<file path="config.mk">
export PLATFORM = sky130hd
export DESIGN_NAME = pq_cmd_sched
export DESIGN_NICKNAME = d
export VERILOG_FILES = /design/src/rtl/pq_pkg.sv /design/src/rtl/pq_rsp_fifo.sv /design/src/rtl/pq_cmd_sched.sv
export SDC_FILE = /design/constraint.sdc
export NUM_CORES = 1
export LEC_CHECK = 0
export BUFFER_PORTS_ARGS = -buffer_cell sky130_fd_sc_hd__buf_2
export CAP_MARGIN = 25
export CORE_AREA = 2 2 85 87
export DETAILED_ROUTE_END_ITERATION = 12
export DIE_AREA = 0 0 87 89
export PLACE_DENSITY = 0.67
export SYNTH_ARGS = -nofsm -noshare
export SYNTH_HDL_FRONTEND = slang
export SYNTH_HIERARCHICAL = 1
export SYNTH_SLANG_ARGS = --single-unit
</file>
<file path="constraint.sdc">
create_clock -name CLK -period 4.4 [get_ports CLK]
set_input_delay 0.22 -clock CLK [delete_from_list [all_inputs] [get_ports CLK]]
set_output_delay 0.22 -clock CLK [all_outputs]
set_load 0.02 [all_outputs]
</file>
<file path="src/rtl/pq_pkg.sv">
// Shared types for the priority_queue command scheduler.
// Key type, queue command bundle and default sizing.
package pq_pkg;

  localparam int PQ_DEPTH  = 30;
  localparam int KEY_W     = 10;
  localparam int RSP_DEPTH = 4;
  localparam int CNT_W     = $clog2(PQ_DEPTH) + 1;

  typedef logic [KEY_W-1:0] key_t;

  typedef struct packed {
    logic valid;
    logic write;
    key_t data;
  } cmd_t;

endpackage

</file>
<file path="src/rtl/pq_rsp_fifo.sv">
// First-word-fall-through response FIFO with occupancy output.
// A write into a full FIFO is taken only alongside a read.
module pq_rsp_fifo #(
  parameter int DEPTH = 4,
  parameter int W     = 10
) (
  input  logic                       CLK,
  input  logic                       RST,
  input  logic                       wr_en,
  input  logic [W-1:0]               wr_data,
  input  logic                       rd_en,
  output logic                       rd_valid,
  output logic [W-1:0]               rd_data,
  output logic [$clog2(DEPTH+1)-1:0] count
);

  localparam int CW = $clog2(DEPTH + 1);
  localparam int PW = (DEPTH > 1) ? $clog2(DEPTH) : 1;
  localparam logic [CW-1:0] FULL = CW'(DEPTH);
  localparam logic [PW-1:0] LAST = PW'(DEPTH - 1);

  logic [W-1:0]  mem [DEPTH];
  logic [PW-1:0] wptr;
  logic [PW-1:0] rptr;
  logic [CW-1:0] cnt;
  logic          do_wr;
  logic          do_rd;

  assign do_rd = rd_en && (cnt != '0);
  assign do_wr = wr_en && ((cnt != FULL) || do_rd);

  always_ff @(posedge CLK) begin
    if (RST) begin
      wptr <= '0;
      rptr <= '0;
      cnt  <= '0;
    end else begin
      if (do_wr)
        wptr <= (wptr == LAST) ? '0 : wptr + PW'(1);
      if (do_rd)
        rptr <= (rptr == LAST) ? '0 : rptr + PW'(1);
      case ({do_wr, do_rd})
        2'b10:   cnt <= cnt + CW'(1);
        2'b01:   cnt <= cnt - CW'(1);
        default: cnt <= cnt;
      endcase
    end
  end

  always_ff @(posedge CLK) begin
    if (do_wr)
      mem[wptr] <= wr_data;
  end

  assign rd_valid = (cnt != '0);
  assign rd_data  = mem[rptr];
  assign count    = cnt;

endmodule

</file>
<file path="src/rtl/pq_cmd_sched.sv">
// Merges push and pop-request streams onto the priority_queue command
// port, tracking occupancy and reserving response FIFO space per pop.
module pq_cmd_sched
  import pq_pkg::*;
#(
  parameter int QUEUE_DEPTH    = PQ_DEPTH,
  parameter int DATA_LENGTH    = KEY_W,
  parameter int RSP_FIFO_DEPTH = RSP_DEPTH
) (
  input  logic                           CLK,
  input  logic                           RST,
  input  logic                           s_push_valid,
  output logic                           s_push_ready,
  input  logic [DATA_LENGTH-1:0]         s_push_data,
  input  logic                           s_pop_valid,
  output logic                           s_pop_ready,
  output logic                           m_rsp_valid,
  input  logic                           m_rsp_ready,
  output logic [DATA_LENGTH-1:0]         m_rsp_data,
  output logic                           q_valid,
  output logic                           q_write,
  output logic [DATA_LENGTH-1:0]         q_data,
  input  logic                           q_o_valid,
  input  logic [DATA_LENGTH-1:0]         q_o_data,
  output logic [$clog2(QUEUE_DEPTH):0]   o_count,
  output logic                           o_err
);

  localparam int CW = $clog2(QUEUE_DEPTH) + 1;
  localparam int RW = $clog2(RSP_FIFO_DEPTH + 1);
  localparam logic [CW-1:0] FULL_C  = CW'(QUEUE_DEPTH);
  localparam logic [RW:0]   RSV_MAX = (RW+1)'(RSP_FIFO_DEPTH);

  logic [CW-1:0] count;
  logic [RW-1:0] infl;
  logic [RW-1:0] fifo_cnt;
  logic [RW:0]   reserved;
  logic          pop_pri;
  logic          err;
  cmd_t          cmd_q;

  logic push_room;
  logic pop_room;
  logic push_ok;
  logic pop_ok;
  logic acc_push;
  logic acc_pop;
  logic cap;

  // Every pop holds a FIFO slot from acceptance until its key is read.
  assign reserved  = {1'b0, infl} + {1'b0, fifo_cnt};
  assign push_room = (count < FULL_C);
  assign pop_room  = (count != '0) && (reserved < RSV_MAX);
  assign push_ok   = s_push_valid && push_room;
  assign pop_ok    = s_pop_valid && pop_room;

  assign s_push_ready = push_room && !(pop_ok && pop_pri);
  assign s_pop_ready  = pop_room && !(push_ok && !pop_pri);

  assign acc_push = s_push_valid && s_push_ready;
  assign acc_pop  = s_pop_valid && s_pop_ready;
  assign cap      = q_o_valid && (infl != '0);

  always_ff @(posedge CLK) begin
    if (RST) begin
      count   <= '0;
      infl    <= '0;
      pop_pri <= 1'b1;
      err     <= 1'b0;
      cmd_q   <= '0;
    end else begin
      cmd_q.valid <= acc_push || acc_pop;
      cmd_q.write <= acc_push;
      cmd_q.data  <= acc_push ? s_push_data : '0;
      unique case (1'b1)
        acc_push: begin
          count   <= count + CW'(1);
          pop_pri <= 1'b1;
        end
        acc_pop: begin
          count   <= count - CW'(1);
          pop_pri <= 1'b0;
        end
        default: ;
      endcase
      case ({acc_pop, cap})
        2'b10:   infl <= infl + RW'(1);
        2'b01:   infl <= infl - RW'(1);
        default: infl <= infl;
      endcase
      if (q_o_valid && (infl == '0))
        err <= 1'b1;
    end
  end

  pq_rsp_fifo #(
    .DEPTH (RSP_FIFO_DEPTH),
    .W     (DATA_LENGTH)
  ) u_rsp_fifo (
    .CLK      (CLK),
    .RST      (RST),
    .wr_en    (cap),
    .wr_data  (q_o_data),
    .rd_en    (m_rsp_ready),
    .rd_valid (m_rsp_valid),
    .rd_data  (m_rsp_data),
    .count    (fifo_cnt)
  );

  assign q_valid = cmd_q.valid;
  assign q_write = cmd_q.write;
  assign q_data  = cmd_q.data;
  assign o_count = count;
  assign o_err   = err;

endmodule

</file>
== Yosys cells after proc, flatten, opt, wreduce, memory -nomap -nowiden ==
Memory sizes are Yosys's and may differ from the RTL's. A register that Yosys moved wholly into a read port is not among the register bits.
Cells that the tools add are included.
Operators by class
  add/subtract/negate cells: 9
  mux-type cells: 10
  magnitude comparators: 2
  equal/unequal tests: 7
  bitwise gates (word level): 1
  reduce and logical (&&, ||, !) cells: 26
Operators with widths (count)
  $logic_and A1 B1 Y1: 13
  $pmux W3 S2: 2
  $pmux W6 S2: 1
  $eq A2 B2 Y1 const B: 4
  $mux W2: 4
  $add A3 B1 Y3 const B: 2
  $add A6 B1 Y6 const B: 1
  $lt A6 B5 Y1 const B: 1
  $reduce_bool A2 Y1: 3
  $reduce_bool A3 Y1: 2
  $reduce_bool A6 Y1: 1
  $sub A3 B1 Y3 const B: 2
  $sub A6 B1 Y6 const B: 1
  $add A2 B1 Y2 const B: 2
  $add A3 B3 Y4: 1
  $eq A2 B1 Y1 const B: 2
  $lt A4 B3 Y1 const B: 1
  $logic_not A1 Y1: 3
  $logic_not A3 Y1: 1
  $ne A3 B3 Y1 const B: 1
  $logic_or A1 B1 Y1: 2
  $mux W1: 2
  $pmux W1 S2: 1
  $reduce_or A2 Y1: 1
  $not A1 Y1: 1
Word-level totals
  RAM bits: 40
  register bits after elaboration: 30
  memories: 1
  word-level logic and storage cells: 66
  output and inout port bits: 32
  bits of input ports: 26
Memory list
  u_rsp_fifo.mem: words 4, width 10, rd ports 1, clocked after memory_dff 1, write ports 1, line pq_rsp_fifo.sv:22  | logic [W-1:0] mem [DEPTH];

== Depth between registers and ports, before layout ==
  depth after elaboration: 10
  gate-level depth with buffers: 11
  mapped depth without buffers: 11

== Modules after synthesis ==
The synthesis kept the hierarchy.
Modules (own cells, without submodules)
  pq_rsp_fifo: sequential area each 1381.3 um^2, instances 1, cells each 116, area each 2008.2 um^2
  pq_cmd_sched: sequential area each 460.4 um^2, instances 1, cells each 110, area each 1064.8 um^2

== Worst setup path before layout ==
OpenSTA, ideal clock, no wires.
  path type: flip-flop to flip-flop
  start: register u_rsp_fifo.cnt[2] (netlist: u_rsp_fifo/count[2])
  end: register count[5] (netlist: o_count[5])
  cell stages (with the launch flop): 11
  period minus slack after synthesis: 2736 ps
  required time: 4280 ps
  library setup time: 120 ps
  setup slack: 1664 ps
  buffers on the path: 0
  arrival time: 2616 ps
  cell sequence: dfxtp_1 ha_1 nor4b_1 nand2_1 nor3_1 ha_1 a211oi_1 o21bai_1 a21oi_1 a211oi_1 o31a_1
On the way
  longest elaborated chain between the ends: 9
  elaborated cells between the ends (all ways): 12
  those cells by class: add/sub (1); order compare (1); mux (1); reduce/logical (9)
Ends and longest elaborated chain
  start, declared: line pq_rsp_fifo.sv:25  | logic [CW-1:0] cnt;
  start signal, assigned: line pq_rsp_fifo.sv:43  | 2'b10: cnt <= cnt + CW'(1);
  start signal, assigned: line pq_rsp_fifo.sv:44  | 2'b01: cnt <= cnt - CW'(1);
  start signal, assigned: line pq_rsp_fifo.sv:45  | default: cnt <= cnt;
  $add A3 B3 Y4 *: line pq_cmd_sched.sv:51  | assign reserved = {1'b0, infl} + {1'b0, fifo_cnt};
  $lt A4 B3 Y1 *: line pq_cmd_sched.sv:53  | assign pop_room = (count != '0) && (reserved < RSV_MAX);
  $logic_and A1 B1 Y1 *: line pq_cmd_sched.sv:53
  $logic_and A1 B1 Y1: line pq_cmd_sched.sv:55  | assign pop_ok = s_pop_valid && pop_room;
  $logic_and A1 B1 Y1: line pq_cmd_sched.sv:57  | assign s_push_ready = push_room && !(pop_ok && pop_pri);
  $logic_not A1 Y1: line pq_cmd_sched.sv:57
  $logic_and A1 B1 Y1: line pq_cmd_sched.sv:57
  $logic_and A1 B1 Y1: line pq_cmd_sched.sv:60  | assign acc_push = s_push_valid && s_push_ready;
  $pmux W6 S2 or $reduce_bool A2 Y1 (tied branches)
  end signal, assigned: line pq_cmd_sched.sv:77  | count <= count + CW'(1);
  end signal, assigned: line pq_cmd_sched.sv:81  | count <= count - CW'(1);
  end, declared: line pq_cmd_sched.sv:34  | logic [CW-1:0] count;
Every way passes the cells marked *; elsewhere a longest branch is shown, timed or not.
A chain may end at the register's enable or synchronous reset.

== Worst setup path in the final report ==
Ends and elaborated chain as after synthesis.

==> results.sh <==
export IMPL_slew_violations=0
export IMPL_synth_distinct_cells=49
export IMPL_synth_edf_count=40
export IMPL_area_growth_pct=17.0
export IMPL_cp_end_kind="register"
export IMPL_synth_nets=267
export IMPL_slowest_stage="nor3_1"
export IMPL_p_int_mw=1.39
export IMPL_wire_per_inst_microns=13.9
export IMPL_p_sw_share_pct=36.1
export IMPL_crit_path_max_incr_delay_ns=0.52
export IMPL_slew_headroom_pct=54.4
export IMPL_grt_pass1_vias=1818
export IMPL_overflow=0
export IMPL_drt_wl_total_microns=5170
export IMPL_htree_levels=3
export IMPL_clk_latency_ns=0.34
export IMPL_layout_drive_gt1_share_pct=31.7
export IMPL_clkSinkCount=72
export IMPL_required_ns=4.63
export IMPL_p_leak_nw=1.41
export IMPL_cts_buffers=9
export IMPL_ctsRootBufferMaster="clkbuf_8"
export IMPL_first_iter_violations=75
export IMPL_critPathBufInv=0
export IMPL_setup_tns_ns=0
export IMPL_synth_warnings=6
export IMPL_dpl_hpwl_microns=3660
export IMPL_finalSetupViolCount=0
export IMPL_num_vias=1922
export IMPL_cts_path_max_buffers=2
export IMPL_synthTopCellsByArea="edfxtp_1, dfxtp_1, mux4_2"
export IMPL_dieArea_sq_um=7740
export IMPL_antenna_found_initial=0
export IMPL_synth_avg_cell_area_sq_um=13.6
export IMPL_synth_ff_type="edfxtp_1"
export IMPL_ant_nets=0
export IMPL_cts_resized=0
export IMPL_critPathLaunchType="register"
export IMPL_pwr_share_seq_pct=42.1
export IMPL_min_path_type="in2reg"
export IMPL_placementRows=30
export IMPL_min_period_ns=3.06
export IMPL_synth_cells=226
export IMPL_cp_max_fo=8
export IMPL_clkTransAtPathRegs_ns=0.07
export IMPL_maxCapViolCount=0
export IMPL_p_per_area_nw_per_um2=605
export IMPL_synth_top_area_cell="edfxtp_1"
export IMPL_hold_viol_final=0
export IMPL_pwr_share_clk_pct=20.8
export IMPL_cpLargestDelayFamily="simple AND/OR/NAND/NOR gates"
export IMPL_nets=329
export IMPL_grt_pass1_wl_microns=8320
export IMPL_num_antenna_cells=0
export IMPL_core_sq_um=6720
export IMPL_crit_chain="ha_1 -> nor4b_1 -> nand2_1 -> nor3_1 -> ha_1 -> a211oi_1 -> o21bai_1 -> a21oi_1 -> a211oi_1 -> o31a_1"
export IMPL_ios=58
export IMPL_fmax_mhz=327
export IMPL_grt_usage_pct=14.0
export IMPL_grt_max_degree=21
export IMPL_io_buffers=57
export IMPL_cts_tree="done"
export IMPL_firstDrtPassIters=3
export IMPL_finClkSkew_ns=0.00602
export IMPL_dieHeight_microns=89
export IMPL_fp_dieW_microns=87
export IMPL_drc=0
export IMPL_arrival_ns=3.29
export IMPL_dpl_cell_area_sq_um=3420
export IMPL_p_switching_mw=0.786
export IMPL_crit_type="reg2reg"
export IMPL_synthArstFlopShare_pct=0
export IMPL_ir_drop_mv=0.420
export IMPL_rsz0062_at_grt="no"
export IMPL_ys_seq_elements=72
export IMPL_comb_power_share_pct=37.1
export IMPL_synth_top_area_share_pct=39.1
export IMPL_start_util_pct=45.7
export IMPL_fin_crit_sh_pct=69.6
export IMPL_post_cts_buffers=0
export IMPL_viasPerCell=5.15
export IMPL_synth_area_sq_um=3070
export IMPL_yosysSeqAreaShare_pct=59.9
export IMPL_tightest_slew_ns=0.683
export IMPL_stdcell_area_sq_um=3600
export IMPL_cts_hold_buf=0
export IMPL_status="finished clean"
export IMPL_place_congestion=0.776
## Yosys cell counts (3+ instances only)
| cell type | number |
|---|---|
| nand2_1 | 6 |
| xnor2_1 | 4 |
| o211ai_1 | 3 |
| ha_1 | 12 |
| or3_1 | 4 |
| and2_1 | 14 |
| nand3_1 | 5 |
| nor2b_1 | 3 |
| fa_1 | 3 |
| mux4_2 | 10 |
| nor3_1 | 4 |
| edfxtp_1 | 40 |
| dfxtp_1 | 32 |
| xor2_1 | 3 |
| a211oi_1 | 3 |
| inv_1 | 11 |
| nor2_1 | 14 |
| mux2i_1 | 3 |
| a21oi_1 | 11 |
| o21ai_0 | 7 |
## kinds of logic after synthesis
logic type / Yosys count / synth area share [%]
AO/OA/AOI/OAI: 38 / 8.18
multiplexers: 13 / 8.31
flip-flops: 72 / 59.9
XOR/XNOR: 7 / 2.00
buffers and inverters: 19 / 2.97
adder cells (fa/ha/maj): 15 / 6.84
AND/OR/NAND/NOR: 62 / 11.8
## final cells by class
cell class                 instances  area (sq um)
fill                             577          3120
timing repair buffer              58           293
clock buffer                      11           141
multi-input combinational        135          1140
tap                               80           100
clock inverter                     5          32.5
sequential                        72          1840
inverter                          12          47.5
## path summary, 6_finish.rpt
check / end / startpoint / slack, ns / cells after the start
max reg2reg: o_count[5] / u_rsp_fifo/count[2] / 1.34 / 10
max: o_count[5] / u_rsp_fifo/count[2] / 1.34 / 10
min reg2reg: o_err / o_err / 0.47 / 2
min: q_data[8] / s_push_data[8] / 0.08 / 2
## state kept, by name, indices dropped and copies added (netlist names), named ones only
| signal | flops |
|---|---|
| o_err | 1 |
| q_valid | 1 |
| q_write | 1 |
| u_rsp_fifo/count | 3 |
| q_data | 10 |
| u_rsp_fifo/mem | 40 |
| u_rsp_fifo/rptr | 2 |
| pop_pri | 1 |
| infl | 3 |
| u_rsp_fifo/wptr | 2 |
| o_count | 6 |
## stage by stage
stage	power, mW	hold WS, ns	setup slack, ns	utilization [%]	cells
2_1_floorplan	1.54	0.289	1.66	-	226
3_3_place_gp	1.74	0.421	1.46	50.9	357
3_5_place_dp	1.75	0.423	1.34	50.9	357
4_1_cts	2.21	0.0589	1.33	53.5	373
5_1_grt	2.33	0.0594	1.02	53.5	373
6_report	2.17	0.0765	1.34	53.5	373
## power groups by stage
stage          combinational (mW)  clock, mW  sequential [mW]
6_report                    0.806      0.453            0.916
5_1_grt                     0.891      0.503            0.932
4_1_cts                     0.820      0.471            0.918
3_5_place_dp                0.813          0            0.933
3_3_place_gp                0.807          0            0.929
2_1_floorplan               0.599          0            0.942
## cell usage in the layout (no fill, tap or decap), types with 2 or more instances in the layout
cell type / instances
nand3_1: 5
nand3b_1: 2
buf_2: 57
a31oi_1: 2
mux4_2: 10
edfxtp_1: 40
a211oi_1: 3
o21ai_0: 7
or3_1: 4
o21bai_1: 2
a21oi_1: 11
xnor2_1: 4
o211ai_1: 3
clkinv_2: 3
mux2i_1: 3
clkbuf_8: 10
ha_1: 12
nand2_1: 6
nor2_1: 14
and2_1: 14
dfxtp_1: 32
inv_1: 11
clkinv_4: 2
fa_1: 3
nor3_1: 4
nor2b_1: 3
xor2_1: 3
## per-layer routing
layer / vias up / part of all wire (%) / track usage, % / routed length, microns
met5: - / 0 / 0 / 0
met4: 0 / 1.1 / 5.54 / 56
met3: 7 / 4.4 / 4.52 / 228
met2: 35 / 49 / 22.6 / 2540
met1: 923 / 45 / 17.7 / 2350
li1: 957 / - / - / -
No activity file was read; power rests on OpenSTA's default activity.
